File: config.mk
export PLATFORM = sky130hd
export DESIGN_NAME = io_relay_pipe_flat
export DESIGN_NICKNAME = d
export VERILOG_FILES = /design/src/rtl/io_relay_pipe_if.sv /design/src/rtl/io_relay_pipe.sv /design/src/flat_wrapper.sv
export SDC_FILE = /design/constraint.sdc
export NUM_CORES = 1
export LEC_CHECK = 0
export CAP_MARGIN = 40
export CORE_MARGIN = 10
export CORE_UTILIZATION = 40
export CTS_BUF_LIST = sky130_fd_sc_hd__clkbuf_16
export CTS_CLUSTER_DIAMETER = 50
export DETAILED_ROUTE_END_ITERATION = 6
export PLACE_DENSITY = 0.77
export SYNTH_ARGS = -nofsm -noshare
export SYNTH_HDL_FRONTEND = slang
export SYNTH_SLANG_ARGS = --single-unit
File: constraint.sdc
create_clock -name clk -period 1.53 [get_ports clk]
set_input_delay 0.2295 -clock clk [delete_from_list [all_inputs] [get_ports clk]]
set_output_delay 0.2295 -clock clk [all_outputs]
set_load 0.01 [all_outputs]
File: src/rtl/io_relay_pipe_if.sv
// Handshake/bus bundle for io_relay_pipe: pin data in, launch data, enable and counters out.
interface io_relay_pipe_if #(
    parameter int CH    = 2,
    parameter int CNT_W = 8
);
    logic                  en;
    logic [1:0]            mode;
    logic                  cnt_clr;
    logic [CH-1:0]         din;
    logic [CH-1:0]         dout;
    logic                  oe;
    logic [CH*CNT_W-1:0]   toggle_cnt;

    modport master (
        output en, mode, cnt_clr, din,
        input  dout, oe, toggle_cnt
    );

    modport slave (
        input  en, mode, cnt_clr, din,
        output dout, oe, toggle_cnt
    );
endinterface

File: src/rtl/io_relay_pipe.sv
// Multi-channel registered pin relay: capture register, DEPTH delay stages, mode-controlled
// launch register, priming output-enable and per-channel saturating toggle counters.
module io_relay_pipe #(
    parameter int CH          = 2,
    parameter int DEPTH       = 0,
    parameter int NEG_TRIGGER = 0,
    parameter int CNT_W       = 8
) (
    input  logic           clk,
    input  logic           rst,
    io_relay_pipe_if.slave bus
);
    localparam int PC_W = $clog2(DEPTH + 3);
    localparam logic [PC_W-1:0]  PC_MAX  = PC_W'(DEPTH + 2);
    localparam logic [CNT_W-1:0] CNT_MAX = {CNT_W{1'b1}};

    typedef enum logic [1:0] {
        MODE_PASS = 2'b00,
        MODE_INV  = 2'b01,
        MODE_HOLD = 2'b10,
        MODE_ZERO = 2'b11
    } mode_t;

    // Every register runs off the selected edge; the inversion maps onto the flop clock polarity.
    logic aclk;
    assign aclk = (NEG_TRIGGER != 0) ? ~clk : clk;

    logic [CH-1:0]    cap;
    logic [CH-1:0]    last;
    logic [CH-1:0]    dout_r;
    logic [PC_W-1:0]  pc;
    logic             oe_r;
    logic [CNT_W-1:0] cnt [CH];

    generate
        if (DEPTH == 0) begin : g_nostage
            assign last = cap;
        end else begin : g_stage
            logic [CH-1:0] stg [DEPTH];
            always_ff @(posedge aclk or posedge rst) begin
                if (rst) begin
                    for (int k = 0; k < DEPTH; k++) stg[k] <= '0;
                end else if (bus.en) begin
                    stg[0] <= cap;
                    for (int k = 1; k < DEPTH; k++) stg[k] <= stg[k-1];
                end
            end
            assign last = stg[DEPTH-1];
        end
    endgenerate

    // oe is set on the edge that pc first reaches DEPTH+2 and then sticks until reset.
    always_ff @(posedge aclk or posedge rst) begin
        if (rst) begin
            cap    <= '0;
            dout_r <= '0;
            pc     <= '0;
            oe_r   <= 1'b0;
        end else if (bus.en) begin
            cap <= bus.din;
            case (mode_t'(bus.mode))
                MODE_PASS: dout_r <= last;
                MODE_INV:  dout_r <= ~last;
                MODE_HOLD: dout_r <= dout_r;
                default:   dout_r <= '0;
            endcase
            if (pc != PC_MAX) begin
                pc <= pc + PC_W'(1);
                if (pc == PC_MAX - PC_W'(1)) oe_r <= 1'b1;
            end
        end
    end

    // Clear has priority over counting and works even while the pipeline is stalled.
    always_ff @(posedge aclk or posedge rst) begin
        if (rst) begin
            for (int i = 0; i < CH; i++) cnt[i] <= '0;
        end else if (bus.cnt_clr) begin
            for (int i = 0; i < CH; i++) cnt[i] <= '0;
        end else if (bus.en) begin
            for (int i = 0; i < CH; i++) begin
                if ((bus.din[i] != cap[i]) && (cnt[i] != CNT_MAX)) cnt[i] <= cnt[i] + CNT_W'(1);
            end
        end
    end

    assign bus.dout = dout_r;
    assign bus.oe   = oe_r;

    generate
        for (genvar g = 0; g < CH; g++) begin : g_cnt
            assign bus.toggle_cnt[g*CNT_W +: CNT_W] = cnt[g];
        end
    endgenerate
endmodule

File: src/flat_wrapper.sv
// flat-port wrapper written by rule: the top's interface ports become plain ports
module io_relay_pipe_flat 
#(
    parameter int CH          = 2,
    parameter int DEPTH       = 0,
    parameter int NEG_TRIGGER = 0,
    parameter int CNT_W       = 8
)
  (clk, rst, bus_en, bus_mode, bus_cnt_clr, bus_din, bus_dout, bus_oe, bus_toggle_cnt);
  io_relay_pipe_if #(.CH(CH), .CNT_W(CNT_W)) bus_i ();
  input  logic clk;
  input  logic rst;
  input wire logic [$bits(bus_i.en)-1:0] bus_en;
  input wire logic [$bits(bus_i.mode)-1:0] bus_mode;
  input wire logic [$bits(bus_i.cnt_clr)-1:0] bus_cnt_clr;
  input wire logic [$bits(bus_i.din)-1:0] bus_din;
  output wire logic [$bits(bus_i.dout)-1:0] bus_dout;
  output wire logic [$bits(bus_i.oe)-1:0] bus_oe;
  output wire logic [$bits(bus_i.toggle_cnt)-1:0] bus_toggle_cnt;
  assign bus_i.en = bus_en;
  assign bus_i.mode = bus_mode;
  assign bus_i.cnt_clr = bus_cnt_clr;
  assign bus_i.din = bus_din;
  assign bus_dout = bus_i.dout;
  assign bus_oe = bus_i.oe;
  assign bus_toggle_cnt = bus_i.toggle_cnt;
  io_relay_pipe #(.CH(CH), .DEPTH(DEPTH), .NEG_TRIGGER(NEG_TRIGGER), .CNT_W(CNT_W)) u_core (.clk(clk), .rst(rst), .bus(bus_i));
endmodule
==> results.cfg <==
[clocking]
clock_latency_ns = 0.25
htreeDepth = 1
clockRootBuffer = clkbuf_16
clk_path_buf_depth = 2
cts_made_buffers = 3
clkSinkCount = 23
clkTransAtPathRegs_ns = 0.06
tritoncts = done
cts_hold_buffers = 0

[routing]
vias = 1108
vias_per_cell = 5.57
drc = 0
ant_nets = 0
drt_first_pass_iters = 4
drtIter0Drc = 38
routedWlPerCell_um = 16.3
finalWirelength_mm = 3.23

[setup_path]
critPathMaxFanout = 7
critPathLaunchType = register
required_ns = 1.67
crit_path_end_kind = register
arrival_ns = 1.78
path_class = register to register

[sta]
slew_violations = 0
setup_slack_ns = -0.112
skew_ns = 0.00133
hold_viol_final = 0
setup_viol = 6
maxSlewHeadroom_pct = 71.6
post-route-period-util_pct = 107
fin_crit_ns = 1.64
max_freq_mhz = 609
rsz0062_at_grt = true
tightestPinTransition_ns = 0.425

[global_route]
grt_pass1_wl_mm = 5.28
first_global_vias = 1217
grt_overflow = 0
antenna_found_initial = 0
track_usage_pct = 12.0
grt_max_degree = 15

[yosys]
synth_ff_type = dfrtp_1
syn_avg_cell_area_um2 = 10.0
synth_warnings = 0
yosysTopAreaCell = dfrtp_1
synth.distinct_cells = 34
syn_area_um2 = 1190
syn-num-nets = 131
ys_seq_area_share_pct = 48.2
syn_inst = 119
synthArstFlopShare_pct = 100
synth_edf_count = 0
synth.top_cell.area_share_pct = 48.2
yosys_register_bits = 23
synth.area.top_cells = dfrtp_1 48%, a21oi_1 4.2%, ha_1 4.2%

[cells_and_area]
finalInstanceArea_um2 = 1780
syn2layout_area_growth_pct = 49.1
num-nets-final = 181
layout_common_cells = 21 x buf_4, 21 x dfrtp_1, 17 x clkdlybuf4s50_1
drive_above_1_share_pct = 21.4
num_antenna_cells = 0
nFillCells = 236

[die]
fp.dieArea_um2 = 5570
fp.dieW_um = 74.7
die_height_um = 74.7
core_um2 = 2810
initial_core_util_pct = 42.6
core.rowCount = 19
io_pins = 27

[power_and_ir_drop]
p_comb_share_pct = 20.4
power.switching_w = 0.000406
sw_frac_of_total_pct = 25.6
power_density_nw_per_um2 = 890
p_leak_nw = 0.859
power_frac_seq_pct = 44.5
p_int_w = 0.00118
pwr-share-clk_pct = 35.0
vdd_drop_max_mv = 0.471

[run_status]
violations = setup timing
status = finished, violations left

[placement]
gp_congestion = 0.837
io_buffers = 26
pre_cts_slack_ns = -0.297
placed_area_um2 = 1660
place_hpwl_mm = 2.37

[run]
cap_violations = 0

[hold_path]
hold_class = primary input to async pin
-- cell type report --
type | count | area [µm²] | share of cell area (%)
Clock buffer | 3 | 75.1 | 4.21
Inverter | 5 | 18.8 | 1.05
Sequential cell | 23 | 578 | 32.4
Timing Repair Buffer | 49 | 460 | 25.8
Clock inverter | 1 | 3.75 | 0.211
Multi-Input combinational cell | 87 | 607 | 34.1
Tap cell | 31 | 38.8 | 2.18
-- synthesized netlist by cell type (2+ instances only) --
library cell	number
a21oi_1	10
and3_1	2
clkbuf_1	2
dfrtp_1	23
ha_1	4
inv_1	5
mux2_1	2
mux2i_1	3
nand2_1	7
nand2b_1	3
nand3_1	8
nand4_1	2
nor2_1	8
nor2b_1	2
o21ai_0	4
o21ai_1	3
o221ai_1	2
o31ai_1	4
or3_1	4
or4_1	4
xor2_1	4
-- stage by stage --
| step | instances | hold slack [ns] | utilization [%] | total power (W) | TNS [ns] |
|---|---|---|---|---|---|
| 2_1_floorplan | 119 | 0.231 | - | 0.000885 | -0.0269 |
| 3_3_place_gp | 194 | 0.463 | 59.2 | 0.00102 | -2.41 |
| 3_5_place_dp | 194 | 0.483 | 59.2 | 0.00104 | -2.94 |
| 4_1_cts | 199 | 0.277 | 62.4 | 0.00160 | -0.284 |
| 5_1_grt | 199 | 0.292 | 63.5 | 0.00168 | -0.801 |
| 6_report | 199 | 0.267 | 63.5 | 0.00159 | -0.322 |
-- power groups by stage --
stage                     Sequential (W)  Combinational, W  Clock, W
after floorplan                 0.000723          0.000162         0
after global placement          0.000711          0.000311         0
after detailed placement        0.000719          0.000322         0
after CTS                       0.000708          0.000328  0.000568
after global routing            0.000715          0.000373  0.000597
final                           0.000706          0.000324  0.000556
-- per-layer routing --
metal / vias to the layer above / share of wire (%) / track usage (%)
li1: 533 / - / -
met1: 546 / 43 / 13.2
met2: 25 / 50 / 20.1
met3: 4 / 5.2 / 4.34
met4: 0 / 1.1 / 6.30
met5: - / 0 / 0
-- worst max-delay path: stages (launching register included) --
cell      delay, ns
dfrtp_1        0.35
ha_2           0.19
nand3_2        0.08
o211ai_1       0.33
buf_4          0.22
buf_6          0.11
mux2i_1        0.18
nor2_1         0.07
-- flip-flops by register name, indices dropped and copies added, names as in the netlist --
register,flops
u_core.bus.oe,1
u_core.pc,2
u_core.bus.toggle_cnt,16
u_core.cap,2
u_core.bus.dout,2
-- worst paths after layout --
kind,to,cells after the start,start,slack (ns)
setup / recovery,u_core.bus.toggle_cnt[9],7,u_core.bus.toggle_cnt[9],-0.11
max in group asynchronous,u_core.bus.toggle_cnt[2],3,rst,0.84
min in group clk,u_core.cap[0],2,bus_din[0],0.32
hold reg to reg,u_core.bus.oe,1,u_core.bus.oe,0.49
hold / removal,u_core.pc[1],2,rst,0.27
setup reg to reg,u_core.bus.toggle_cnt[9],7,u_core.bus.toggle_cnt[9],-0.11
-- cell families (layout without fill, tap and decap cells) --
group / count (synthesis) / in the layout / share of synthesized area (%)
buffers and inverters: 9 / 58 / 2.93
DFF: 23 / 23 / 48.2
and+or+nand+nor: 42 / 42 / 18.4
xor gates and xnor gates: 6 / 6 / 5.03
muxes: 5 / 5 / 4.40
adders and majority gates: 4 / 4 / 4.19
AOI/OAI and AO/OA: 30 / 30 / 16.9
-- repair_timing --
item / CTS / global route
pin swaps: 9 / 3
setup buffers: 1 / 0
endpoints found under the hold margin: 0 / 0
cloned: 0 / 0
endpoints found under the setup margin: 7 / 23
gates resized for setup: 5 / 11
(Power assumes the default switching activity.)
